<file path="config.mk">
export PLATFORM = sky130hd
export DESIGN_NAME = calc1_port_sequencer_flat
export DESIGN_NICKNAME = d
export VERILOG_FILES = /design/src/rtl/calc1_pkg.sv /design/src/rtl/calc1_port_sequencer_if.sv /design/src/rtl/calc1_port_sequencer_wait_timer.sv /design/src/rtl/calc1_port_sequencer.sv /design/src/flat_wrapper.sv
export SDC_FILE = /design/constraint.sdc
export NUM_CORES = 1
export LEC_CHECK = 0
export BUFFER_PORTS_ARGS = -buffer_cell sky130_fd_sc_hd__buf_2
export CAP_MARGIN = 20
export CORE_MARGIN = 2
export CORE_UTILIZATION = 35
export DETAILED_ROUTE_END_ITERATION = 8
export GPL_ROUTABILITY_DRIVEN = 0
export GPL_TIMING_DRIVEN = 0
export PLACE_DENSITY = 0.67
export SETUP_SLACK_MARGIN = 0.2
export SLEW_MARGIN = 5
export SYNTH_ARGS = -nofsm -noshare
export SYNTH_HDL_FRONTEND = slang
export SYNTH_SLANG_ARGS = --single-unit
</file>
<file path="constraint.sdc">
create_clock -name c_clk -period 4.3 [get_ports c_clk]
set_input_delay 0 -clock c_clk [delete_from_list [all_inputs] [get_ports c_clk]]
set_output_delay 0 -clock c_clk [all_outputs]
set_load 0.03 [all_outputs]
</file>
<file path="src/rtl/calc1_pkg.sv">
// Shared calc1 definitions: command/response codes and sequencer FSM states.
package calc1_pkg;

  typedef enum logic [3:0] {
    NOP = 4'd0,
    ADD = 4'd1,
    SUB = 4'd2,
    SHL = 4'd5,
    SHR = 4'd6
  } calc_cmd_t;

  typedef enum logic [1:0] {
    NONE    = 2'd0,
    OK      = 2'd1,
    OVF     = 2'd2,
    INVALID = 2'd3
  } calc_resp_t;

  typedef enum logic [2:0] {
    ST_IDLE,
    ST_SEND1,
    ST_SEND2,
    ST_WAIT,
    ST_HOLD
  } seq_state_t;

endpackage

</file>
<file path="src/rtl/calc1_port_sequencer_if.sv">
// Request, response and calc1-port signal bundle for the port sequencer.
interface calc1_port_sequencer_if #(
  parameter int DATA_W = 32,
  parameter int CMD_W  = 4
);
  // upstream request handshake
  logic              req_valid;
  logic              req_ready;
  logic [0:CMD_W-1]  req_cmd;
  logic [0:DATA_W-1] req_op1;
  logic [0:DATA_W-1] req_op2;
  // downstream result handshake
  logic              rsp_valid;
  logic              rsp_ready;
  logic [0:1]        rsp_code;
  logic              rsp_err;
  logic [0:DATA_W-1] rsp_data;
  // calc1 port
  logic [0:CMD_W-1]  calc_cmd;
  logic [0:DATA_W-1] calc_data;
  logic [0:1]        calc_resp;
  logic [0:DATA_W-1] calc_rdata;
  logic              spurious_resp;

  // Requester / consumer / calc1 side.
  modport master (
    output req_valid, req_cmd, req_op1, req_op2, rsp_ready, calc_resp, calc_rdata,
    input  req_ready, rsp_valid, rsp_code, rsp_err, rsp_data, calc_cmd, calc_data,
           spurious_resp
  );

  // Sequencer side.
  modport slave (
    input  req_valid, req_cmd, req_op1, req_op2, rsp_ready, calc_resp, calc_rdata,
    output req_ready, rsp_valid, rsp_code, rsp_err, rsp_data, calc_cmd, calc_data,
           spurious_resp
  );
endinterface

</file>
<file path="src/rtl/calc1_port_sequencer_wait_timer.sv">
// Clear/enable WAIT-cycle counter with a terminal-count flag at TIMEOUT-1.
module calc1_wait_timer #(
  parameter int TIMEOUT = 64
) (
  input  logic c_clk,
  input  logic reset,
  input  logic clear,
  input  logic enable,
  output logic tc
);
  localparam int CNT_W = (TIMEOUT > 2) ? $clog2(TIMEOUT) : 1;

  logic [CNT_W-1:0] count_reg;

  assign tc = (count_reg == CNT_W'(TIMEOUT - 1));

  // Count WAIT cycles; hold at terminal count until the owner leaves WAIT.
  always_ff @(posedge c_clk) begin
    if (reset) begin
      count_reg <= '0;
    end else if (clear) begin
      count_reg <= '0;
    end else if (enable && !tc) begin
      count_reg <= count_reg + CNT_W'(1);
    end
  end
endmodule

</file>
<file path="src/rtl/calc1_port_sequencer.sv">
// Replays one captured request onto the calc1 two-cycle port, waits for the
// response (with timeout) and holds the result on a valid/ready output.
module calc1_port_sequencer
  import calc1_pkg::*;
#(
  parameter int DATA_W  = 32,
  parameter int CMD_W   = 4,
  parameter int TIMEOUT = 64
) (
  input logic c_clk,
  input logic reset,
  calc1_port_sequencer_if.slave bus
);
  seq_state_t        state_reg, state_next;
  logic [0:DATA_W-1] op2_reg;
  logic [0:CMD_W-1]  calc_cmd_reg, calc_cmd_next;
  logic [0:DATA_W-1] calc_data_reg, calc_data_next;
  logic              rsp_valid_reg, rsp_valid_next;
  logic [0:1]        rsp_code_reg, rsp_code_next;
  logic              rsp_err_reg, rsp_err_next;
  logic [0:DATA_W-1] rsp_data_reg, rsp_data_next;
  logic              spurious_reg;
  logic              accept, resp_seen, timer_tc;

  assign accept    = (state_reg == ST_IDLE) && bus.req_valid;
  assign resp_seen = (bus.calc_resp != '0);

  calc1_wait_timer #(.TIMEOUT(TIMEOUT)) u_timer (
    .c_clk  (c_clk),
    .reset  (reset),
    .clear  (state_reg == ST_SEND2),
    .enable (state_reg == ST_WAIT),
    .tc     (timer_tc)
  );

  // State and registered outputs; op2 is kept for the second port cycle.
  always_ff @(posedge c_clk) begin
    if (reset) begin
      state_reg     <= ST_IDLE;
      op2_reg       <= '0;
      calc_cmd_reg  <= '0;
      calc_data_reg <= '0;
      rsp_valid_reg <= 1'b0;
      rsp_code_reg  <= '0;
      rsp_err_reg   <= 1'b0;
      rsp_data_reg  <= '0;
      spurious_reg  <= 1'b0;
    end else begin
      state_reg     <= state_next;
      if (accept) op2_reg <= bus.req_op2;
      calc_cmd_reg  <= calc_cmd_next;
      calc_data_reg <= calc_data_next;
      rsp_valid_reg <= rsp_valid_next;
      rsp_code_reg  <= rsp_code_next;
      rsp_err_reg   <= rsp_err_next;
      rsp_data_reg  <= rsp_data_next;
      spurious_reg  <= spurious_reg | (resp_seen && state_reg != ST_WAIT);
    end
  end

  // Next-state: NOP requests skip the calc1 port and go straight to HOLD.
  always_comb begin
    state_next = state_reg;
    case (state_reg)
      ST_IDLE:  if (bus.req_valid) state_next = (bus.req_cmd != '0) ? ST_SEND1 : ST_HOLD;
      ST_SEND1: state_next = ST_SEND2;
      ST_SEND2: state_next = ST_WAIT;
      ST_WAIT:  if (resp_seen || timer_tc) state_next = ST_HOLD;
      ST_HOLD:  if (bus.rsp_ready) state_next = ST_IDLE;
      default:  state_next = ST_IDLE;
    endcase
  end

  // Output values for the next cycle; a response beats a same-cycle timeout.
  always_comb begin
    calc_cmd_next  = '0;
    calc_data_next = '0;
    rsp_valid_next = rsp_valid_reg;
    rsp_code_next  = rsp_code_reg;
    rsp_err_next   = rsp_err_reg;
    rsp_data_next  = rsp_data_reg;
    case (state_reg)
      ST_IDLE: begin
        if (bus.req_valid) begin
          if (bus.req_cmd != '0) begin
            calc_cmd_next  = bus.req_cmd;
            calc_data_next = bus.req_op1;
          end else begin
            rsp_valid_next = 1'b1;
            rsp_code_next  = '0;
            rsp_err_next   = 1'b0;
            rsp_data_next  = '0;
          end
        end
      end
      ST_SEND1: calc_data_next = op2_reg;
      ST_WAIT: begin
        if (resp_seen) begin
          rsp_valid_next = 1'b1;
          rsp_code_next  = bus.calc_resp;
          rsp_err_next   = 1'b0;
          rsp_data_next  = bus.calc_rdata;
        end else if (timer_tc) begin
          rsp_valid_next = 1'b1;
          rsp_code_next  = '0;
          rsp_err_next   = 1'b1;
          rsp_data_next  = '0;
        end
      end
      ST_HOLD: if (bus.rsp_ready) rsp_valid_next = 1'b0;
      default: ;
    endcase
  end

  assign bus.req_ready     = (state_reg == ST_IDLE);
  assign bus.rsp_valid     = rsp_valid_reg;
  assign bus.rsp_code      = rsp_code_reg;
  assign bus.rsp_err       = rsp_err_reg;
  assign bus.rsp_data      = rsp_data_reg;
  assign bus.calc_cmd      = calc_cmd_reg;
  assign bus.calc_data     = calc_data_reg;
  assign bus.spurious_resp = spurious_reg;
endmodule

</file>
<file path="src/flat_wrapper.sv">
// flat-port wrapper written by rule: the top's interface ports become plain ports
module calc1_port_sequencer_flat import calc1_pkg::*;
#(
  parameter int DATA_W  = 32,
  parameter int CMD_W   = 4,
  parameter int TIMEOUT = 64
)
  (c_clk, reset, bus_req_valid, bus_req_cmd, bus_req_op1, bus_req_op2, bus_rsp_ready, bus_calc_resp, bus_calc_rdata, bus_req_ready, bus_rsp_valid, bus_rsp_code, bus_rsp_err, bus_rsp_data, bus_calc_cmd, bus_calc_data, bus_spurious_resp);
  calc1_port_sequencer_if #(.DATA_W(DATA_W), .CMD_W(CMD_W)) bus_i ();
  input logic c_clk;
  input logic reset;
  input wire logic [$bits(bus_i.req_valid)-1:0] bus_req_valid;
  input wire logic [$bits(bus_i.req_cmd)-1:0] bus_req_cmd;
  input wire logic [$bits(bus_i.req_op1)-1:0] bus_req_op1;
  input wire logic [$bits(bus_i.req_op2)-1:0] bus_req_op2;
  input wire logic [$bits(bus_i.rsp_ready)-1:0] bus_rsp_ready;
  input wire logic [$bits(bus_i.calc_resp)-1:0] bus_calc_resp;
  input wire logic [$bits(bus_i.calc_rdata)-1:0] bus_calc_rdata;
  output wire logic [$bits(bus_i.req_ready)-1:0] bus_req_ready;
  output wire logic [$bits(bus_i.rsp_valid)-1:0] bus_rsp_valid;
  output wire logic [$bits(bus_i.rsp_code)-1:0] bus_rsp_code;
  output wire logic [$bits(bus_i.rsp_err)-1:0] bus_rsp_err;
  output wire logic [$bits(bus_i.rsp_data)-1:0] bus_rsp_data;
  output wire logic [$bits(bus_i.calc_cmd)-1:0] bus_calc_cmd;
  output wire logic [$bits(bus_i.calc_data)-1:0] bus_calc_data;
  output wire logic [$bits(bus_i.spurious_resp)-1:0] bus_spurious_resp;
  assign bus_i.req_valid = bus_req_valid;
  assign bus_i.req_cmd = bus_req_cmd;
  assign bus_i.req_op1 = bus_req_op1;
  assign bus_i.req_op2 = bus_req_op2;
  assign bus_i.rsp_ready = bus_rsp_ready;
  assign bus_i.calc_resp = bus_calc_resp;
  assign bus_i.calc_rdata = bus_calc_rdata;
  assign bus_req_ready = bus_i.req_ready;
  assign bus_rsp_valid = bus_i.rsp_valid;
  assign bus_rsp_code = bus_i.rsp_code;
  assign bus_rsp_err = bus_i.rsp_err;
  assign bus_rsp_data = bus_i.rsp_data;
  assign bus_calc_cmd = bus_i.calc_cmd;
  assign bus_calc_data = bus_i.calc_data;
  assign bus_spurious_resp = bus_i.spurious_resp;
  calc1_port_sequencer #(.DATA_W(DATA_W), .CMD_W(CMD_W), .TIMEOUT(TIMEOUT)) u_core (.c_clk(c_clk), .reset(reset), .bus(bus_i));
endmodule
</file>
==> metrics.csv <==
metric,value,unit
outcome,"complete, no violations",
cp_slowest_cell,nor3_1,
mostFrequentLayoutCells,"buf_2 (183), dfxtp_1 (114), dlygate4sd3_1 (103)",
maxCapViolations,0,
fin_crit_sh,0.499,
drt_pass1_iterations,4,
grt_pass1_vias,4453,
ys_warn_count,0,
hpwl,8440,µm
final_layout_size_suffix_gt1_frac,0.380,
worst_clock_skew,0.00675,ns
grt_usage,0.215,
ant_nets,0,
critPathMaxStageDelay,0.60,ns
antenna_found_initial,0,
routedWlPerCell,15.8,µm
clkSlewWorstSetupHoldPaths,0.05,ns
grt_max_degree,17,
p_leak,3.11,nW
initialDrtViolationCount,230,
setup_tns,0,ns
end_kind,flop,
nFillCells,959,
min_path_type,primary input to flop,
core-area,0.0119,mm²
rsz0062_at_grt,no,
ir_drop,0.199,mV
cts_root_buf,clkbuf_16,
p_per_area,472,mW/mm²
fmax,0.466,GHz
drc_errors,0,
ys_types,45,
clk_latency,0.41,ns
ys_top_cells_by_area,"dfxtp_1 (54%), a22oi_2 (8.9%), a22o_1 (6.7%)",
fin_crit,2.15,ns
avgViaCountPerCell,4.90,
cts_setup_buffers,0,
synth-async-reset-ratio,0,
globalRouteOverflowTotal,0,
setup_viol,0,
start_kind,flop,
diodes,0,
die-area,0.0129,mm²
die-width,114,µm
synth_area,0.00421,mm²
hold_violations,0,
cts_tree,built,
post_cts_resized,0,
cts_buffers,17,
synth_cells,419,
port_buffers,178,
synth_ff_type,dfxtp_1,
fp.dieH,114,µm
final-max-slew-violation-count,0,
ios,180,
cp_max_fo,10,
yosys.area.top_type,dfxtp_1,
wirelength,13900,µm
grt_pass1_wl,21500,µm
rows,40,
cp_data_arrival_time,2.50,ns
worstPathCellList,buf_2 > nand3b_2 > nor3_1 > clkbuf_1 > a22o_1,
rrSetupSlack,2.15,ns
worstSetupPathType,flop to flop,
start_util,0.355,
synth_nets,526,
ys_seq_elements,114,
final_common_cell,buf_2,
area_delta_synth_final,66.5,%
nNetsFinal,826,
worstMarginPinSlew,0.764,ns
synth_enable_flop_cells,0,
dr_total_vias,4309,
avgSynthCellArea,10.1,µm²
clock_sinks,114,
fin_total_pwr,3.31,mW
yosysSeqAreaShare,0.542,
netlist.area_leader.share,0.542,
critical_path_required,4.65,ns
clock_path_buffers,2,
ctsHtreeMaxLevel,4,
max_slew_margin,0.486,
-- layout make-up --
class	count	area [µm²]	share of cell area
Buffer	32	186	0.0266
Clock buffer	23	498	0.0710
Clock inverter	9	198	0.0282
Inverter	1	3.75	0.000535
Multi-Input combinational cell	272	1740	0.248
Sequential cell	114	2280	0.325
Tap cell	147	184	0.0262
Timing Repair Buffer	281	1920	0.274
-- power by group --
part           total, mW  internal [mW]  switching, mW
sequential          1.15           1.12         0.0313
clock               1.64           1.16          0.481
combinational      0.519          0.217          0.301
total               3.31           2.50          0.814
-- synth_stat cells, types with 2 or more instances --
master    count
a22oi_1       2
buf_2         5
a22oi_2      30
clkbuf_1     16
dfxtp_1     114
nor3_1        5
a21oi_1      39
a22o_1       32
buf_6         8
o21ai_0       5
xnor2_1       3
nor2_1       27
nand3_1       3
nor2_2       19
nand2_1      72
and2_1        5
a211oi_1      2
nand2b_1      2
o21a_1        2
buf_1         3
-- layer usage --
layer	part of all wire	track usage	vias to the layer above
met5	0	0	-
met4	0.039	0.107	0
met3	0.051	0.0648	49
met2	0.51	0.376	161
met1	0.40	0.238	2025
li1	-	-	2074
-- through the flow --
step	worst slack (ns)	utilization	area (µm²)	cells	hold slack, ns
after floorplan	2.54	-	4210	419	0.122
after global placement	2.22	0.446	5290	744	0.218
after detailed placement	2.22	0.446	5290	744	0.219
after CTS	2.19	0.591	7020	879	0.0258
after global routing	1.98	0.591	7020	879	0.0746
final	2.15	0.591	7020	879	0.0449
-- final timing paths --
check / startpoint / endpoint / cells after the start
setup / recovery: u_core.state_reg[1] / u_core.bus.rsp_data[25] / 5
hold / removal: bus_req_valid / u_core.bus.rsp_valid / 5
setup reg to reg: u_core.state_reg[1] / u_core.bus.rsp_data[25] / 5
hold reg to reg: u_core.op2_reg[30] / u_core.op2_reg[30] / 2
-- critical path, delay by kind of cell, from the launching register on --
kind / cells / cell delay (ns)
compound gates: 1 / 0.24
simple gates: 2 / 0.82
buf+inv: 2 / 0.70
flops: 1 / 0.32
-- logic make-up after synthesis --
group | count (synthesis) | synth area share
simple gates | 145 | 0.161
compound gates | 121 | 0.238
flops | 114 | 0.542
buf+inv | 33 | 0.0451
xor+xnor | 4 | 0.00832
mux | 1 | 0.00238
fa+ha+maj | 1 | 0.00297
-- timing repair --
| action | CTS | global route |
|---|---|---|
| hold endpoints to repair | 107 | 0 |
| setup endpoints to repair | 0 | 0 |
| hold buffers | 103 | 0 |
Note: power is estimated with default switching activity, not from simulation.
